## src/rtl/alu_pipe.sv

```systemverilog
// Handshaked 8-op ALU with a registered result stage; MUL runs as an unsigned
// shift-add over WIDTH cycles and returns the full double-width product.
module alu_pipe #(
    parameter int WIDTH        = 32,
    parameter int OPCODE_WIDTH = 3,
    parameter int CNT_WIDTH    = $clog2(WIDTH) + 1
) (
    input  logic                    clk,
    input  logic                    rst_n,
    input  logic                    in_valid,
    output logic                    in_ready,
    input  logic [OPCODE_WIDTH-1:0] opcode,
    input  logic [WIDTH-1:0]        op1,
    input  logic [WIDTH-1:0]        op2,
    output logic                    out_valid,
    input  logic                    out_ready,
    output logic [WIDTH-1:0]        result,
    output logic [WIDTH-1:0]        result_hi,
    output logic                    flag_zero,
    output logic                    flag_carry,
    output logic                    flag_ovf
);

    typedef enum logic [1:0] {IDLE, MUL_BUSY, MUL_DONE} state_t;

    localparam logic [OPCODE_WIDTH-1:0] OP_ADD  = OPCODE_WIDTH'(0);
    localparam logic [OPCODE_WIDTH-1:0] OP_SUB  = OPCODE_WIDTH'(1);
    localparam logic [OPCODE_WIDTH-1:0] OP_MUL  = OPCODE_WIDTH'(2);
    localparam logic [OPCODE_WIDTH-1:0] OP_NAND = OPCODE_WIDTH'(3);
    localparam logic [OPCODE_WIDTH-1:0] OP_AND  = OPCODE_WIDTH'(4);
    localparam logic [OPCODE_WIDTH-1:0] OP_OR   = OPCODE_WIDTH'(5);
    localparam logic [OPCODE_WIDTH-1:0] OP_XOR  = OPCODE_WIDTH'(6);

    state_t                 state_q, state_d;
    logic [CNT_WIDTH-1:0]   cnt_q, cnt_d;
    logic [2*WIDTH-1:0]     mcand_q, mcand_d;
    logic [WIDTH-1:0]       mplier_q, mplier_d;
    logic [2*WIDTH-1:0]     acc_q, acc_d;
    logic                   out_valid_q, out_valid_d;
    logic [WIDTH-1:0]       result_q, result_d;
    logic [WIDTH-1:0]       result_hi_q, result_hi_d;
    logic                   zero_q, zero_d;
    logic                   carry_q, carry_d;
    logic                   ovf_q, ovf_d;

    logic                   out_free;
    logic [WIDTH:0]         sum, diff;
    logic [WIDTH-1:0]       alu_res;
    logic                   alu_c, alu_v;

    assign out_free   = !out_valid_q || out_ready;
    assign in_ready   = (state_q == IDLE) && out_free;
    assign out_valid  = out_valid_q;
    assign result     = result_q;
    assign result_hi  = result_hi_q;
    assign flag_zero  = zero_q;
    assign flag_carry = carry_q;
    assign flag_ovf   = ovf_q;

    // Extra top bit of diff is the unsigned borrow.
    always_comb begin
        sum     = {1'b0, op1} + {1'b0, op2};
        diff    = {1'b0, op1} - {1'b0, op2};
        alu_res = '0;
        alu_c   = 1'b0;
        alu_v   = 1'b0;
        case (opcode)
            OP_ADD: begin
                alu_res = sum[WIDTH-1:0];
                alu_c   = sum[WIDTH];
                alu_v   = (op1[WIDTH-1] == op2[WIDTH-1]) && (sum[WIDTH-1] != op1[WIDTH-1]);
            end
            OP_SUB: begin
                alu_res = diff[WIDTH-1:0];
                alu_c   = diff[WIDTH];
                alu_v   = (op1[WIDTH-1] != op2[WIDTH-1]) && (diff[WIDTH-1] != op1[WIDTH-1]);
            end
            OP_NAND: alu_res = ~(op1 & op2);
            OP_AND:  alu_res = op1 & op2;
            OP_OR:   alu_res = op1 | op2;
            OP_XOR:  alu_res = op1 ^ op2;
            default: alu_res = {{(WIDTH-1){1'b0}}, ($signed(op1) < $signed(op2))};
        endcase
    end

    always_comb begin
        state_d     = state_q;
        cnt_d       = cnt_q;
        mcand_d     = mcand_q;
        mplier_d    = mplier_q;
        acc_d       = acc_q;
        out_valid_d = out_valid_q && !out_ready;
        result_d    = result_q;
        result_hi_d = result_hi_q;
        zero_d      = zero_q;
        carry_d     = carry_q;
        ovf_d       = ovf_q;
        case (state_q)
            IDLE: begin
                if (in_valid && in_ready) begin
                    if (opcode == OP_MUL) begin
                        mcand_d  = {{WIDTH{1'b0}}, op1};
                        mplier_d = op2;
                        acc_d    = '0;
                        cnt_d    = '0;
                        state_d  = MUL_BUSY;
                    end else begin
                        result_d    = alu_res;
                        result_hi_d = '0;
                        zero_d      = (alu_res == '0);
                        carry_d     = alu_c;
                        ovf_d       = alu_v;
                        out_valid_d = 1'b1;
                    end
                end
            end
            MUL_BUSY: begin
                acc_d    = acc_q + (mplier_q[0] ? mcand_q : '0);
                mcand_d  = mcand_q << 1;
                mplier_d = mplier_q >> 1;
                cnt_d    = cnt_q + 1'b1;
                if (cnt_q == CNT_WIDTH'(WIDTH - 1))
                    state_d = MUL_DONE;
            end
            MUL_DONE: begin
                // Product waits here until the output register can take it.
                if (out_free) begin
                    {result_hi_d, result_d} = acc_q;
                    zero_d      = (acc_q == '0);
                    carry_d     = 1'b0;
                    ovf_d       = 1'b0;
                    out_valid_d = 1'b1;
                    state_d     = IDLE;
                end
            end
            default: state_d = IDLE;
        endcase
    end

    always_ff @(posedge clk or negedge rst_n) begin
        if (!rst_n) begin
            state_q     <= IDLE;
            cnt_q       <= '0;
            mcand_q     <= '0;
            mplier_q    <= '0;
            acc_q       <= '0;
            out_valid_q <= 1'b0;
            result_q    <= '0;
            result_hi_q <= '0;
            zero_q      <= 1'b0;
            carry_q     <= 1'b0;
            ovf_q       <= 1'b0;
        end else begin
            state_q     <= state_d;
            cnt_q       <= cnt_d;
            mcand_q     <= mcand_d;
            mplier_q    <= mplier_d;
            acc_q       <= acc_d;
            out_valid_q <= out_valid_d;
            result_q    <= result_d;
            result_hi_q <= result_hi_d;
            zero_q      <= zero_d;
            carry_q     <= carry_d;
            ovf_q       <= ovf_d;
        end
    end

endmodule

```

## config.mk

```make
export PLATFORM = sky130hd
export DESIGN_NAME = alu_pipe
export DESIGN_NICKNAME = d
export VERILOG_FILES = /design/src/rtl/alu_pipe.sv
export SDC_FILE = /design/constraint.sdc
export NUM_CORES = 1
export LEC_CHECK = 0
export ABC_AREA = 1
export CORE_MARGIN = 4
export CORE_UTILIZATION = 56
export DETAILED_ROUTE_END_ITERATION = 16
export GPL_ROUTABILITY_DRIVEN = 0
export HOLD_SLACK_MARGIN = 0.1
export PLACE_DENSITY = 0.83
export SLEW_MARGIN = 20
export SYNTH_ARGS = -nofsm -noshare
export SYNTH_HDL_FRONTEND = slang
export SYNTH_SLANG_ARGS = --single-unit
```

## constraint.sdc

```tcl
create_clock -name clk -period 4.7 [get_ports clk]
set_input_delay 1.175 -clock clk [delete_from_list [all_inputs] [get_ports clk]]
set_output_delay 1.175 -clock clk [all_outputs]
set_load 0.02 [all_outputs]
```

==> results of run 1 <==
cell families after synthesis:
family | synth area share
xor gates and xnor gates | 0.00905
DFF | 0.277
adders and majority gates | 0.101
buffers and inverters | 0.139
AOI/OAI and AO/OA | 0.188
and+or+nand+nor | 0.285
metrics by stage:
step                      setup slack, ns   util
after CTS                           0.877  0.643
after global routing                0.522  0.643
after detailed placement            0.312  0.615
after global placement              0.342  0.615
final                               0.578  0.643
after floorplan                      1.57      -
sequential cells by signal, indices dropped and copies added (netlist names):
name,cells
flag_zero,1
result_hi,32
flag_ovf,1
out_valid,1
acc_q,64
mcand_q,64
state_q,2
flag_carry,1
mplier_q,32
cnt_q,6
result,32
tightest hold or removal path, delay by kind of cell, from the launching register on:
family | cells | cell delay [ns]
DFF | 1 | 0.34
and+or+nand+nor | 2 | 0.10
power by group through the flow:
stage	Sequential (mW)	Clock, mW	Combinational, mW
floorplan	3.41	0	3.44
global placement	3.42	0	5.07
detailed placement	3.43	0	5.18
CTS	3.41	2.54	5.23
global route	3.51	2.63	5.91
finish	3.43	2.52	5.34
layout make-up:
type | instances | area [um^2] | area share
flip-flops and latches | 236 | 5910 | 0.244
clock buffers | 35 | 778 | 0.0322
well taps | 511 | 639 | 0.0265
repair buffers | 174 | 1680 | 0.0697
multi-input cells | 2390 | 12500 | 0.516
inverters | 639 | 2400 | 0.0993
clock inverters | 19 | 290 | 0.0120
cells in the mapped netlist, types with 2 or more instances:
cell type	number
o211ai_1	64
fa_1	3
a22o_1	2
ha_1	168
xor2_1	10
nand3b_1	3
a22oi_1	3
nand2_1	899
buf_6	6
nand3_1	220
buf_4	10
nor3_1	23
inv_1	637
or2_2	6
a21oi_1	182
a21boi_0	3
a21o_1	10
buf_1	22
a31oi_1	15
a221oi_1	3
nand4_1	28
o21ai_0	291
o21a_1	5
nor2_2	4
buf_2	30
xnor2_1	12
dfrtp_1	236
nor2_1	284
nor4_1	17
a32o_1	2
o22ai_1	79
a211oi_1	23
and2_1	6
clkbuf_1	49
o21bai_1	16
how the worst max path moves through the flow:
stage	start	to	cells past startpoint
2_1_floorplan	op1[0]	flag_zero$_DFFE_PN0P_	20
3_3_place_gp	opcode[0]	flag_zero$_DFFE_PN0P_	14
3_5_place_dp	opcode[0]	flag_zero$_DFFE_PN0P_	15
4_1_cts	opcode[0]	flag_zero$_DFFE_PN0P_	15
5_1_grt	opcode[0]	flag_zero$_DFFE_PN0P_	14
6_report	opcode[0]	flag_zero$_DFFE_PN0P_	15
routing by layer:
metal | global-route usage | share of wire | vias to the layer above
met5 | 0 | 0.00021 | -
met4 | 0.117 | 0.042 | 2
met3 | 0.0763 | 0.14 | 217
met2 | 0.472 | 0.39 | 1428
met1 | 0.494 | 0.43 | 10500
li1 | - | - | 11000
==> flow_metrics.env, run 1 <==
export IMPL_synth_main_ff_cell="dfrtp_1"
export IMPL_critPathMaxStageDelay_ns=0.86
export IMPL_clock_sinks=236
export IMPL_status="complete, no violations"
export IMPL_grt_pass1_wl_mm=112
export IMPL_netlist_instances=3382
export IMPL_final_cell_mix="nand2_1 (898), inv_1 (635), o21ai_0 (291)"
export IMPL_whs_path_depth=2
export IMPL_routed_via_count=23200
export IMPL_initial_utilization=0.567
export IMPL_syn2layout_area_growth_pct=13.4
export IMPL_p_sw_frac=0.457
export IMPL_synthesis_area_per_instance_um2=6.30
export IMPL_path_clk_slew_ns=0.07
export IMPL_worstHoldStart="result[4]$_DFFE_PN0P_"
export IMPL_port_buffers=139
export IMPL_arrival_ns=4.62
export IMPL_critPathRequiredTime_ns=5.20
export IMPL_max_clock_freq_mhz=243
export IMPL_r2r_start="mplier_q[0]$_DFFE_PN0P_"
export IMPL_rsz0062_at_grt="false"
export IMPL_ant_nets=0
export IMPL_synth_edf_count=0
export IMPL_path_cells="clkdlybuf4s50_1 > nand2_1 > nor2_1 > clkinv_1 > o21ai_0 > nand3b_1 > nor2_1 > nand2_1 > nor2_1 > nand4_1 > nor2_1 > nand2_1 > nor2_1 > nand2_1 > a21oi_2"
export IMPL_grt_usage=0.331
export IMPL_finalHoldViolCount=0
export IMPL_cp_slowest_cell="nor2_1"
export IMPL_hold_buffers=0
export IMPL_io_pins=140
export IMPL_rows=71
export IMPL_cts_tree="done"
export IMPL_viasPerCell=5.80
export IMPL_drc=0
export IMPL_nNetsFinal=3712
export IMPL_hp_class="register to register"
export IMPL_mostFrequentLayoutCell="nand2_1"
export IMPL_core_area_mm2=0.0376
export IMPL_critPathTopFamily="simple AND/OR/NAND/NOR gates"
export IMPL_power_density_mw_per_mm2=467
export IMPL_root_buffer="clkbuf_16"
export IMPL_drt_pass1_iterations=7
export IMPL_clockPowerShare=0.223
export IMPL_wl_per_cell_um=17.6
export IMPL_slew_headroom=0.209
export IMPL_startpoint_type="input port"
export IMPL_leakage_nw=12.6
export IMPL_cts_buffers=29
export IMPL_cp_num_buf_inv=2
export IMPL_synthArstFlopShare=1.00
export IMPL_period_share=0.877
export IMPL_grt_pass1_vias=21300
export IMPL_synth_distinct_cells=46
export IMPL_die_height_um=203
export IMPL_hold_path_endpoint="result[4]$_DFFE_PN0P_"
export IMPL_wirelength_mm=70.4
export IMPL_drive_above_1_share=0.0321
export IMPL_power_switching_mw=5.16
export IMPL_dp_cells=3950
export IMPL_synth_fp_nets=3624
export IMPL_irDropWorstVdd_uv=398
export IMPL_fin_area_mm2=0.0242
export IMPL_worstSetupPathType="input port to register"
export IMPL_ys_ff_latch=236
export IMPL_power_internal_mw=6.13
export IMPL_post_cts_setup_buffers=0
export IMPL_grt_max_degree=158
export IMPL_antennaDiodeCount=0
export IMPL_setup_tns_ns=0
export IMPL_synthTopCellsByArea="dfrtp_1 (28%), nand2_1 (16%), inv_1 (11%)"
export IMPL_r2r_setup_slack_ns=1.31
export IMPL_skew_ns=0.0242
export IMPL_ys_warn_count=0
export IMPL_fillers=3516
export IMPL_die_w_um=203
export IMPL_crit_path_frequent_cell="nor2_1"
export IMPL_maxCapViolations=0
export IMPL_cts_buffer_depth=3
export IMPL_htree_levels=1
export IMPL_dpl_cell_area_mm2=0.0231
export IMPL_report_power_total_mw=11.3
export IMPL_finalCriticalPeriod_ns=4.12
export IMPL_setup_violations=0
export IMPL_hpwlAfterDp_mm=54.1
export IMPL_stdcell_count=4004
export IMPL_combPwrFrac=0.473
export IMPL_antenna_found_initial=1
export IMPL_synth_top_cell_area_share=0.277
export IMPL_rr_endpoint="acc_q[40]$_DFFE_PN0P_"
export IMPL_cts_resized=0
export IMPL_clk_latency_ns=0.60
export IMPL_drtIter0Drc=3216
export IMPL_cp_end_kind="register"
export IMPL_gr_total_overflow=0
export IMPL_synthesis_area_mm2=0.0213
export IMPL_slew_violations=0
export IMPL_yosysTopAreaCell="dfrtp_1"
export IMPL_worstMarginPinSlew_ns=1.18
export IMPL_seq_area_frac_synth=0.277
export IMPL_dieArea_mm2=0.0412
export IMPL_seqPwrFrac=0.304
export IMPL_cp_max_fo=10
export IMPL_worstRegToRegCells=16
export IMPL_hold_ws_ns=0.481
Note: power is estimated with default switching activity, not from simulation.
==> inputs of run 2 (changes only) <==
Settings changed: ABC_CLOCK_PERIOD_IN_PS from default to 4700.
==> results of run 2 <==
Final layout, timing and power as in run 1 (identical DEF).
